==> src/rtl/ppm_pkg.sv <==
// Shared definitions for the PPM decoder: demodulator state encoding, the
// idle symbol word also consumed by the byte assembler, the default chip
// length and a helper that locates the pulse in a one-hot chip vector.
package ppm_pkg;

  typedef enum logic [1:0] {
    IDLE  = 2'd0,
    START = 2'd1,
    DATA  = 2'd2
  } state_t;

  localparam logic [2:0] SYM_IDLE        = 3'b100;
  localparam int         CHIP_CYCLES_DEF = 4;

  // Position of the highest set chip; only meaningful for one-hot input.
  function automatic logic [1:0] chip_pos(input logic [3:0] chips);
    chip_pos = 2'd0;
    for (int i = 0; i < 4; i++) begin
      if (chips[i]) chip_pos = 2'(i);
    end
  endfunction

endpackage

==> src/rtl/ppm_symbol_demod_if.sv <==
// Line/symbol bundle between the PPM line, the demodulator and the byte
// assembler.
//   ppm_in         : raw asynchronous PPM line (idle low)
//   data_3bits_out : symbol word, 3'b0xx during strobe, 3'b100 otherwise
//   finish2bits    : one-cycle strobe qualifying data_3bits_out
//   frame_active   : high while a frame is being decoded
//   sym_err        : one-cycle pulse for a malformed symbol
//   frame_end      : one-cycle pulse when a frame terminates
// master = demodulator side, slave = line driver / symbol consumer side.
interface ppm_symbol_demod_if;
  logic       ppm_in;
  logic [2:0] data_3bits_out;
  logic       finish2bits;
  logic       frame_active;
  logic       sym_err;
  logic       frame_end;

  modport master (
    input  ppm_in,
    output data_3bits_out, finish2bits, frame_active, sym_err, frame_end
  );

  modport slave (
    output ppm_in,
    input  data_3bits_out, finish2bits, frame_active, sym_err, frame_end
  );
endinterface

==> src/rtl/ppm_sync_edge.sv <==
// Two-flop synchronizer for the asynchronous PPM line plus one delay flop
// for rising-edge detection.
//   clk      : sampling clock
//   rst      : synchronous active-high reset
//   i_ppm    : raw asynchronous line
//   o_ppm_s  : synchronized line
//   o_rise   : one-cycle pulse on a 0->1 transition of o_ppm_s
module ppm_sync_edge (
  input  logic clk,
  input  logic rst,
  input  logic i_ppm,
  output logic o_ppm_s,
  output logic o_rise
);

  logic r_meta;
  logic r_sync;
  logic r_dly;

  always_ff @(posedge clk) begin
    if (rst) begin
      r_meta <= 1'b0;
      r_sync <= 1'b0;
      r_dly  <= 1'b0;
    end else begin
      r_meta <= i_ppm;
      r_sync <= r_meta;
      r_dly  <= r_sync;
    end
  end

  assign o_ppm_s = r_sync;
  assign o_rise  = r_sync & ~r_dly;

endmodule

==> src/rtl/ppm_symbol_demod.sv <==
// 4-PPM symbol demodulator. Locks onto a start pulse, then mid-samples each
// chip of every 4-chip symbol and emits one 2-bit value per symbol as a
// 3-bit word plus strobe. Two consecutive empty symbols end the frame.
//   clk16 : 16x oversampling clock
//   rst   : synchronous active-high reset
//   bus   : line input and registered symbol/status outputs (master side)
module ppm_symbol_demod
  import ppm_pkg::*;
#(
  parameter int CHIP_CYCLES = CHIP_CYCLES_DEF
) (
  input  logic                clk16,
  input  logic                rst,
  ppm_symbol_demod_if.master  bus
);

  localparam int            CW   = (CHIP_CYCLES > 2) ? $clog2(CHIP_CYCLES) : 1;
  localparam logic [CW-1:0] MID  = CW'(CHIP_CYCLES / 2);
  localparam logic [CW-1:0] LAST = CW'(CHIP_CYCLES - 1);

  logic w_ppm_s;
  logic w_rise;

  ppm_sync_edge u_sync (
    .clk     (clk16),
    .rst     (rst),
    .i_ppm   (bus.ppm_in),
    .o_ppm_s (w_ppm_s),
    .o_rise  (w_rise)
  );

  state_t        r_state, w_state_nxt;
  logic [CW-1:0] r_cnt,   w_cnt_nxt;
  logic [1:0]    r_idx,   w_idx_nxt;
  logic [3:0]    r_chips, w_chips_nxt;
  logic          r_empty, w_empty_nxt;   // one empty symbol already seen
  logic [2:0]    r_data,  w_data_nxt;
  logic          r_fin,   w_fin_nxt;
  logic          r_err,   w_err_nxt;
  logic          r_end,   w_end_nxt;
  logic          r_act,   w_act_nxt;

  logic w_mid;
  logic w_last;

  assign w_mid  = (r_cnt == MID);
  assign w_last = (r_cnt == LAST);

  always_comb begin
    w_state_nxt = r_state;
    w_cnt_nxt   = r_cnt + CW'(1);
    w_idx_nxt   = r_idx;
    w_chips_nxt = r_chips;
    w_empty_nxt = r_empty;
    w_data_nxt  = SYM_IDLE;
    w_fin_nxt   = 1'b0;
    w_err_nxt   = 1'b0;
    w_end_nxt   = 1'b0;
    w_act_nxt   = r_act;

    unique case (r_state)
      IDLE: begin
        w_cnt_nxt = '0;
        if (w_rise) w_state_nxt = START;
      end

      START: begin
        // A start pulse that is gone by mid-chip is treated as a glitch.
        if (w_mid && !w_ppm_s) begin
          w_state_nxt = IDLE;
          w_cnt_nxt   = '0;
        end else if (w_last) begin
          w_state_nxt = DATA;
          w_cnt_nxt   = '0;
          w_idx_nxt   = 2'd0;
          w_chips_nxt = '0;
          w_empty_nxt = 1'b0;
          w_act_nxt   = 1'b1;
        end
      end

      DATA: begin
        if (w_mid) w_chips_nxt[r_idx] = w_ppm_s;
        if (w_last) begin
          w_cnt_nxt = '0;
          w_idx_nxt = r_idx + 2'd1;
          // Chip 3 was mid-sampled earlier in this chip, so r_chips is complete.
          if (r_idx == 2'd3) begin
            case ($countones(r_chips))
              1: begin
                w_data_nxt  = {1'b0, chip_pos(r_chips)};
                w_fin_nxt   = 1'b1;
                w_empty_nxt = 1'b0;
              end
              0: begin
                if (r_empty) begin
                  w_end_nxt   = 1'b1;
                  w_act_nxt   = 1'b0;
                  w_empty_nxt = 1'b0;
                  w_state_nxt = IDLE;
                end else begin
                  w_err_nxt   = 1'b1;
                  w_empty_nxt = 1'b1;
                end
              end
              default: begin
                w_err_nxt   = 1'b1;
                w_empty_nxt = 1'b0;
              end
            endcase
          end
        end
      end

      default: w_state_nxt = IDLE;
    endcase
  end

  always_ff @(posedge clk16) begin
    if (rst) begin
      r_state <= IDLE;
      r_cnt   <= '0;
      r_idx   <= 2'd0;
      r_chips <= '0;
      r_empty <= 1'b0;
      r_data  <= SYM_IDLE;
      r_fin   <= 1'b0;
      r_err   <= 1'b0;
      r_end   <= 1'b0;
      r_act   <= 1'b0;
    end else begin
      r_state <= w_state_nxt;
      r_cnt   <= w_cnt_nxt;
      r_idx   <= w_idx_nxt;
      r_chips <= w_chips_nxt;
      r_empty <= w_empty_nxt;
      r_data  <= w_data_nxt;
      r_fin   <= w_fin_nxt;
      r_err   <= w_err_nxt;
      r_end   <= w_end_nxt;
      r_act   <= w_act_nxt;
    end
  end

  assign bus.data_3bits_out = r_data;
  assign bus.finish2bits    = r_fin;
  assign bus.sym_err        = r_err;
  assign bus.frame_end      = r_end;
  assign bus.frame_active   = r_act;

endmodule

==> src/flat_wrapper.sv <==
// flat-port wrapper written by rule: the top's interface ports become plain ports
module ppm_symbol_demod_flat import ppm_pkg::*;
#(
  parameter int CHIP_CYCLES = CHIP_CYCLES_DEF
)
  (clk16, rst, bus_ppm_in, bus_data_3bits_out, bus_finish2bits, bus_frame_active, bus_sym_err, bus_frame_end);
  ppm_symbol_demod_if bus_i ();
  input  logic clk16;
  input  logic rst;
  input wire logic [$bits(bus_i.ppm_in)-1:0] bus_ppm_in;
  output wire logic [$bits(bus_i.data_3bits_out)-1:0] bus_data_3bits_out;
  output wire logic [$bits(bus_i.finish2bits)-1:0] bus_finish2bits;
  output wire logic [$bits(bus_i.frame_active)-1:0] bus_frame_active;
  output wire logic [$bits(bus_i.sym_err)-1:0] bus_sym_err;
  output wire logic [$bits(bus_i.frame_end)-1:0] bus_frame_end;
  assign bus_i.ppm_in = bus_ppm_in;
  assign bus_data_3bits_out = bus_i.data_3bits_out;
  assign bus_finish2bits = bus_i.finish2bits;
  assign bus_frame_active = bus_i.frame_active;
  assign bus_sym_err = bus_i.sym_err;
  assign bus_frame_end = bus_i.frame_end;
  ppm_symbol_demod #(.CHIP_CYCLES(CHIP_CYCLES)) u_core (.clk16(clk16), .rst(rst), .bus(bus_i));
endmodule
==> config.mk <==
export PLATFORM = sky130hd
export DESIGN_NAME = ppm_symbol_demod_flat
export DESIGN_NICKNAME = d
export VERILOG_FILES = /design/src/rtl/ppm_pkg.sv /design/src/rtl/ppm_symbol_demod_if.sv /design/src/rtl/ppm_sync_edge.sv /design/src/rtl/ppm_symbol_demod.sv /design/src/flat_wrapper.sv
export SDC_FILE = /design/constraint.sdc
export NUM_CORES = 1
export LEC_CHECK = 0
export ABC_AREA = 1
export CAP_MARGIN = 20
export CORE_UTILIZATION = 55
export DETAILED_ROUTE_END_ITERATION = 12
export PLACE_DENSITY = 0.77
export SLEW_MARGIN = 20
export SYNTH_ARGS = -nofsm -noshare
export SYNTH_HDL_FRONTEND = slang
export SYNTH_SLANG_ARGS = --single-unit
==> constraint.sdc <==
create_clock -name clk16 -period 2.9 [get_ports clk16]
set_clock_uncertainty 0.1 [all_clocks]
set_input_delay 0.58 -clock clk16 [delete_from_list [all_inputs] [get_ports clk16]]
set_output_delay 0.58 -clock clk16 [all_outputs]
set_load 0.05 [all_outputs]
==> run metrics, run 1 <==
total design power 0.000898 W; kind of critical path reg2reg; Worst EP arrival 2.39 ns; initial core utilization 58.5%; worst path required time 3.01 ns; commonest non-fill, non-tap cell in the layout nand2_1; Post-CTS Hold Fix Bufs 0; VDD IR max 0.000452 V; crit path capture type register; cells after synthesis 153; Synth Net Count 171; leak pwr 0.644 nW; HPWL after detailed placement 1620 um; Clk Latency, worst-skew pair 0.30 ns; CTS tree done; post-CTS resize count 0; Worst slew margin 66.7%; final hold violation count 0; area of the multi-input gates 613 um2; clk slew on worst S/H paths 0.11 ns; final setup vio count 0; fmax 438 MHz; first-pass GRT wire length 3310 um; Worst Tran Pin Value 0.498 ns; clk root buf clkbuf_4; IO Port Bufs 9; FF-to-FF setup slack 0.62 ns; DRT antenna net count 0; Die Width 47.7 um; Seq cells post-synth 21; min-delay src u_core.u_sync.r_meta; unrepaired setup endpoints after global routing no; Setup TNS Final 0 ns; Cell variety after synth 21; r2r endpoint u_core.r_state[1]; iteration-0 DRC count of the detailed router 11; io pins 10; ranking of synthesized cells by area dfxtp_1 (37%), ha_1 (15%), nand2_1 (15%), inv_1 (8.2%), nor2_1 (3.6%); status completed; Fillers 190; Core Util, Final 65.9%; drt wl/cell 10.3 um; final wirelength 1990 um; Core Rows 16; # diodes 0; Hold Slack 0.310 ns; top cell type by total area after synthesis dfxtp_1; Pwr per Cell Area 695 nW/um2; pin count of the biggest net entering global routing 12; Buf/Inv on CP 1; TritonCTS buffer count 3; initial antenna violation count 0; Mean Syn Cell Area 7.50 um2; Final Slew Violations 0; MaxCap Viol Count 0; GPL Wtd Cong 0.864; Syn Std Cell Area 1150 um2; period utilization 78.8%; deepest clock path buffer count 2; synthesis-to-finish area growth 12.7%; Die ar. 2270 um2; worst min-delay path category reg2reg; gr ovfl total 0; yosys warns 0; CP Max Fanout 4; most frequent cells in the layout nand2_1 (46), inv_1 (25), dfxtp_1 (21); RR Startpoint u_core.r_chips[2]; CORE AREA 1960 um2; worst hold endpoint u_core.u_sync.o_ppm_s; sequential area share after synthesis 36.6%; Post-CTS Setup Inserts 0; Die Span Y 47.7 um; Crit path largest cell delay 0.46 ns; delay-heaviest family, CP adder cells; Yosys top cell area share 36.6%; FF-to-FF path depth 10; Num Clock Sinks 21; CP Launch Type register; GRT Util Overall 20.9%; worst path cell trace inv_1, ha_1, ha_1, fa_1, nor2_1, nand2_1, o21bai_2, nand3_1, nand2_1, nor2_1; drt via density 4.74; CP max-delay cell fa_1; H-tree level count 1; Hold Path Stages 2; vias 910; nets 184; Pre-antenna DRT Iters 4; layout cell share with drive strength beyond 1 10.3%; register area 420 um2; DRC violations left 0; Period minus WS final 2.28 ns; vias in the first global route 821
## where the power goes
group          switching [W]  internal, W
Clock              0.0000851    0.0000536
Combinational       0.000262     0.000145
Sequential         0.0000276     0.000325
## final cells by class
class / instances / area share (%)
clock buffers: 4 / 2.03
well taps: 27 / 2.61
inverters: 29 / 8.42
flip-flops and latches: 21 / 32.5
multi-input cells: 102 / 47.4
repair buffers: 9 / 6.97
## routing by layer
layer,global-route usage (%),vias to the layer above,share of wire (%)
met3,3.40,4,2.7
met1,26.0,396,47
met5,0,-,0
met2,35.9,17,48
met4,8.33,0,1.6
li1,-,493,-
## per-stage QoR
stage	instance area, um2	setup WS (ns)	cells
6_report	1290	0.615	192
5_1_grt	1290	0.405	192
4_1_cts	1290	0.629	192
3_5_place_dp	1270	0.642	188
3_3_place_gp	1270	0.734	188
2_1_floorplan	1150	0.811	153
## worst register-to-register path, cell delays in order (launching register included)
cell	delay, ns
dfxtp_1	0.35
inv_1	0.08
ha_1	0.29
ha_1	0.19
fa_1	0.46
nor2_1	0.17
nand2_1	0.12
o21bai_2	0.20
nand3_1	0.11
nand2_1	0.08
nor2_1	0.04
## cells in the mapped netlist (all sizes together)
cell	n
nor3	2
fa	1
a21oi	6
nor3b	1
dfxtp	21
inv	29
o21bai	1
buf	1
o21ai	5
o2111a	1
ha	14
nand4	1
nand3	8
nand2	47
nor2	15
## flip-flops by register name, indices dropped and copies added, names as in the netlist
signal and flops:
u_core.bus.frame_end 1, u_core.bus.frame_active 1, u_core.bus.finish2bits 1, u_core.r_idx 2
u_core.r_empty 1, u_core.bus.sym_err 1, u_core.r_state 2, u_core.u_sync.r_dly 1
u_core.u_sync.r_meta 1, u_core.r_cnt 2, u_core.u_sync.o_ppm_s 1, u_core.bus.data_3bits_out 3
u_core.r_chips 4
## logic make-up (layout without fill, tap and decap cells)
family	count (synthesis)	in the layout	synth area share, %
simple gates	74	74	28.7
buf+inv	30	42	9.92
flops	21	21	36.6
fa+ha+maj	15	15	17.0
compound gates	13	13	7.74
## worst max-delay path by stage
stage | end | startpoint | cells after the start
finish | u_core.r_state[1] | u_core.r_chips[2] | 10
global route | u_core.r_state[1] | u_core.r_chips[3] | 10
CTS | u_core.r_state[1] | u_core.r_chips[2] | 10
detailed placement | u_core.r_state[1] | u_core.r_chips[2] | 10
global placement | u_core.r_state[0] | u_core.r_chips[2] | 10
floorplan | u_core.r_state[0] | u_core.r_chips[2] | 10
Power figures use the tool's default switching activity.
==> run 2, diff against run 1 <==
==> constraint.sdc (replaced) <==
create_clock -name clk16 -period 2.3 [get_ports clk16]
set_clock_uncertainty 0.1 [all_clocks]
set_input_delay 0.46 -clock clk16 [delete_from_list [all_inputs] [get_ports clk16]]
set_output_delay 0.46 -clock clk16 [all_outputs]
set_load 0.05 [all_outputs]
==> run 2 against run 1 <==
Compared with the run above: wire length increased by 8.1%; worst hold slack improved by 0.0040 ns; setup slack got worse by 0.54 ns; via count increased by 5.1%; sequential share of layout area decreased by 1.2 points; total power increased by 30%; combinational power increased by 35%; clock power increased by 27%; final area increased by 4.6%; die area unchanged; critical endpoint is now u_core.r_state[0]; largest power group unchanged.
==> run metrics, run 2 (synthesis gave the netlist of run 1 again) <==
area of the multi-input gates 653 um2 (+6.5%); final wirelength 2150 um (+8.1%); initial antenna violation count 0 (unchanged); deepest clock path buffer count 2 (unchanged); CP Max Fanout 4 (unchanged); vias in the first global route 837 (+1.9%); Worst slew margin 66.4% (-0.28 points); status completed; Core Rows 16 (unchanged); routing usage on met1 26.5% (+0.52 points); Die ar. 2270 um2 (unchanged); Fillers 165 (-13%); period utilization 96.8% (+18 points); total design power 0.00117 W (+30%); register area 423 um2 (+0.60%); first-pass GRT wire length 3310 um (+0.21%); TritonCTS buffer count 3 (unchanged); CTS tree done; GRT Util Overall 20.7% (-0.22 points); kind of critical path reg2reg; MaxCap Viol Count 0 (unchanged); clk slew on worst S/H paths 0.12 ns (about the same); nets 186 (+1.1%); vias 956 (+5.1%); Die Span Y 47.7 um (unchanged); crit path capture type register; Crit path largest cell delay 0.50 ns (+0.04 ns); grt met2 use 35.6% (-0.27 points); GPL Wtd Cong 0.840 (-2.8%); Clk Latency, worst-skew pair 0.30 ns (about the same); Post-CTS Hold Fix Bufs 0 (unchanged); worst min-delay path category reg2reg; DRC violations left 0 (unchanged); Pre-antenna DRT Iters 4 (unchanged); fmax 449 MHz (+2.7%); met3 Use GR 4.53% (+1.1 points); pre-CTS setup slack 0.0701 ns (-0.572 ns); worst path cell trace inv_1, ha_4, ha_2, fa_1, nor2_2, nand2_2, o21bai_4, nand3_2, nand2_1, nor2_1; CORE AREA 1960 um2 (unchanged); Period minus WS final 2.23 ns (-0.0594 ns); synthesis-to-finish area growth 17.8%; setup ws final 0.0747 ns (-0.541 ns); CP max-delay cell fa_1; CP Launch Type register; pin count of the biggest net entering global routing 13 (+1); Placed Instances 189 (+0.53%); HPWL after detailed placement 1540 um (-5.2%); Worst Tran Pin Value 0.502 ns (+0.00424 ns); io pins 10 (unchanged); worst path required time 2.40 ns (-0.61 ns); clk root buf clkbuf_4; gr ovfl total 0 (unchanged); final hold violation count 0 (unchanged); layout cell share with drive strength beyond 1 18.0% (+7.7 points); Setup TNS Final 0 ns (unchanged); Post-Layout Cell Count 194 (+1.0%); H-tree level count 1 (unchanged); commonest non-fill, non-tap cell in the layout nand2_1; Pwr per Cell Area 867 nW/um2 (+25%); Largest register FFs 4 (unchanged); IO Port Bufs 9 (unchanged); most frequent cells in the layout nand2_1 (44), inv_1 (24), dfxtp_1 (19); drt wl/cell 11.1 um (+7.0%); Largest Register u_core.r_chips; GRT Max-Usage Layer met2; DRT antenna net count 0 (unchanged); # diodes 0 (unchanged); VDD IR max 0.000479 V (+6.0%); Worst EP arrival 2.33 ns (-0.06 ns); Num Clock Sinks 21 (unchanged); final setup vio count 0 (unchanged); iteration-0 DRC count of the detailed router 23 (+12); initial core utilization 58.5% (unchanged); Final Slew Violations 0 (unchanged); Die Width 47.7 um (unchanged); leak pwr 0.663 nW (+2.9%); drt via density 4.93 (+4.0%)
## run 2: final timing paths
path	to	startpoint	cells past startpoint	slack, ns
worst min-delay path	u_core.u_sync.o_ppm_s	u_core.u_sync.r_meta	2	0.31
worst max register to register	u_core.r_state[0]	u_core.r_chips[2]	10	0.07
worst min register to register	u_core.u_sync.o_ppm_s	u_core.u_sync.r_meta	2	0.31
worst max-delay path	u_core.r_state[0]	u_core.r_chips[2]	10	0.07
## run 2: area by class of cell
type / instances / area share (%)
repair buffers: 11 / 7.78
flip-flops and latches: 21 / 31.3
multi-input cells: 102 / 48.3
well taps: 27 / 2.50
clock buffers: 3 / 1.67
inverters: 29 / 8.06
clock inverters: 1 / 0.370
## run 2: per-stage QoR
stage | area, um2 | utilization (%) | hold slack (ns)
2_1_floorplan | 1150 | - | 0.288
3_3_place_gp | 1270 | 64.9 | 0.291
3_5_place_dp | 1270 | 64.9 | 0.294
4_1_cts | 1300 | 66.3 | 0.314
5_1_grt | 1350 | 68.9 | 0.330
6_report | 1350 | 68.9 | 0.314
## run 2: critical path, delay by kind of cell, from the launching register on
kind	cells	cell delay (ns)
adders and majority gates	3	0.90
buffers and inverters	1	0.12
AOI/OAI and AO/OA	1	0.21
DFF	1	0.34
and+or+nand+nor	5	0.47
## run 2: layer usage
metal	vias up	wire [um]	share of wire, %
met1	436	957	45
met5	-	0	0
met4	0	25	1.2
li1	496	-	-
met2	20	1110	51
met3	4	58	2.7
## run 2: what timing repair did
action                                  4_1_cts  5_1_grt
endpoints found under the setup margin        0        3
resized for setup                             0       11
buffers inserted                              0        1
## run 2: power by group
group	total [W]	switching (W)	internal, W
Sequential	0.000447	0.0000369	0.000410
Combinational	0.000548	0.000351	0.000197
Clock	0.000176	0.000112	0.0000647
Total	0.00117	0.000500	0.000671
==> run 3, diff against run 2 <==
--- a/config.mk
+++ b/config.mk
@@ -7,6 +7,7 @@
 export LEC_CHECK = 0
 export ABC_AREA = 1
 export CAP_MARGIN = 20
+export CORE_MARGIN = 4
 export CORE_UTILIZATION = 55
 export DETAILED_ROUTE_END_ITERATION = 12
 export PLACE_DENSITY = 0.77
==> run 3 against run 2 <==
Compared with the run above: via count is 3.3% lower; non-clock buffer count stayed put; critical endpoint unchanged; total power is 1.7% lower; first-iteration DRC count is 48% lower; global-route usage is 4.3 points lower; clock power hardly changed; sequential share of layout area is 0.62 points higher; combinational power is 4.0% lower; wire length is 1.7% lower; fmax is 1.1% higher; sequential cell count stayed put; worst hold slack worse by 0.00074 ns.
==> run metrics, run 3 (synthesis gave the netlist of run 1 again) <==
CP max-delay cell fa_1; Clk Latency, worst-skew pair 0.30 ns (about the same); Pwr per Cell Area 869 nW/um2 (+0.24%); deepest clock path buffer count 2 (unchanged); crit path capture type register; Largest Register u_core.r_chips; io pins 10 (unchanged); period utilization 95.7% (-1.0 points); clk slew on worst S/H paths 0.11 ns (about the same); final setup vio count 0 (unchanged); Worst slew margin 66.6% (+0.21 points); HPWL after detailed placement 1660 um (+8.2%); gr ovfl total 0 (unchanged); Core Rows 16 (unchanged); Post-CTS Hold Fix Bufs 0 (unchanged); clk root buf clkbuf_4; CP Max Fanout 4 (unchanged); DRT met1 WL 984 um (+2.8%); Post-Layout Cell Count 194 (unchanged); drt wl/cell 10.9 um (-1.7%); Pre-antenna DRT Iters 4 (unchanged); delay-heaviest family, CP adder cells; Final Slew Violations 0 (unchanged); Die Span Y 53.7 um (+13%); Crit path largest cell delay 0.49 ns (about the same); Worst EP arrival 2.31 ns (-0.02 ns); Largest register FFs 4 (unchanged); Worst Tran Pin Value 0.499 ns (-0.00321 ns); drt via density 4.76 (-3.3%); MaxCap Viol Count 0 (unchanged); Buf/Inv on CP 1 (unchanged); iteration-0 DRC count of the detailed router 12 (-48%); TritonCTS buffer count 3 (unchanged); first-pass GRT wire length 3540 um (+6.9%); Top Layer Used met4; Die Width 53.7 um (+13%); Num Clock Sinks 21 (unchanged); leak pwr 0.654 nW (-1.3%); Met2 Routed Length 1020 um (-7.8%); VDD IR max 0.000559 V (+17%); DRT antenna net count 0 (unchanged); worst path required time 2.41 ns (about the same); H-tree level count 1 (unchanged); met3 WL 81 um (+40%); unrepaired setup endpoints after global routing no; FF-to-FF setup slack 0.1 ns (+0.02 ns); worst min-delay path category reg2reg; IO Port Bufs 9 (unchanged); CORE AREA 1960 um2 (unchanged); Hold Slack 0.313 ns (-0.000736 ns); initial antenna violation count 0 (unchanged); commonest non-fill, non-tap cell in the layout nand2_1; GPL Wtd Cong 0.779 (-7.2%); most frequent cells in the layout nand2_1 (45), inv_1 (25), dfxtp_1 (19); DRC violations left 0 (unchanged); final wirelength 2110 um (-1.7%); # diodes 0 (unchanged); vias 924 (-3.3%); synthesis-to-finish area growth 15.5%; kind of critical path reg2reg; CP Launch Type register; Period minus WS final 2.20 ns (-0.0237 ns); initial core utilization 58.5% (unchanged); pin count of the biggest net entering global routing 12 (-1); Setup TNS Final 0 ns (unchanged); final hold violation count 0 (unchanged); nets 186 (unchanged); CTS tree done; Placed Instances 189 (unchanged); fmax 454 MHz (+1.1%); GRT Util Overall 16.4% (-4.3 points); Die ar. 2880 um2 (+27%); worst path cell trace inv_1, ha_1, ha_2, fa_1, nor2_2, nand2_2, o21bai_4, nand3_1, nand2_1, nor2_1; vias in the first global route 884 (+5.6%); status completed; layout cell share with drive strength beyond 1 14.4% (-3.6 points)
==> run 3: final timing paths <==
check / start / to / cells past startpoint
worst max-delay path: u_core.r_chips[2] / u_core.r_state[0] / 10
worst min-delay path: u_core.u_sync.r_meta / u_core.u_sync.o_ppm_s / 2
worst max register to register: u_core.r_chips[2] / u_core.r_state[0] / 10
worst min register to register: u_core.u_sync.r_meta / u_core.u_sync.o_ppm_s / 2
==> run 3: tightest hold or removal path, stage by stage, from the launching register on <==
cell,delay (ns)
dfxtp_1,0.31
inv_1,0.04
nor2_1,0.03
==> run 3: metrics by stage <==
stage          total power (W)  instance area (um2)  worst slack [ns]  util, %
6_report               0.00115                 1330            0.0984     67.5
5_1_grt                0.00124                 1330           0.00465     67.5
4_1_cts                0.00114                 1300            0.0249     66.3
3_5_place_dp          0.000965                 1270            0.0359     64.9
3_3_place_gp          0.000943                 1270             0.136     64.9
2_1_floorplan         0.000862                 1150             0.211        -
==> run 3: routing by layer <==
layer	vias to the layer above	GRT usage [%]
li1	493	-
met1	411	19.7
met2	17	29.4
met3	3	2.22
met4	0	5.53
met5	-	0
==> run 3: layout make-up <==
| cell class | instances | area, um2 |
|---|---|---|
| Fill cell | 171 | 637 |
| Sequential cell | 21 | 423 |
| Multi-Input combinational cell | 102 | 628 |
| Timing Repair Buffer | 11 | 105 |
| Tap cell | 27 | 33.8 |
| Clock buffer | 4 | 26.3 |
| Inverter | 29 | 109 |
==> run 3: report_power, final <==
group / internal [W] / leakage (nW) / total (W) / switching (W)
Clock: 0.0000677 / 0.0150 / 0.000178 / 0.000111
Sequential: 0.000410 / 0.172 / 0.000447 / 0.0000369
Combinational: 0.000191 / 0.467 / 0.000526 / 0.000335
==> run 3: repair_timing <==
action	CTS	global route
resized for setup	0	6
setup endpoints to repair	0	3
endpoints found under the hold margin	0	0
buffers inserted	0	1
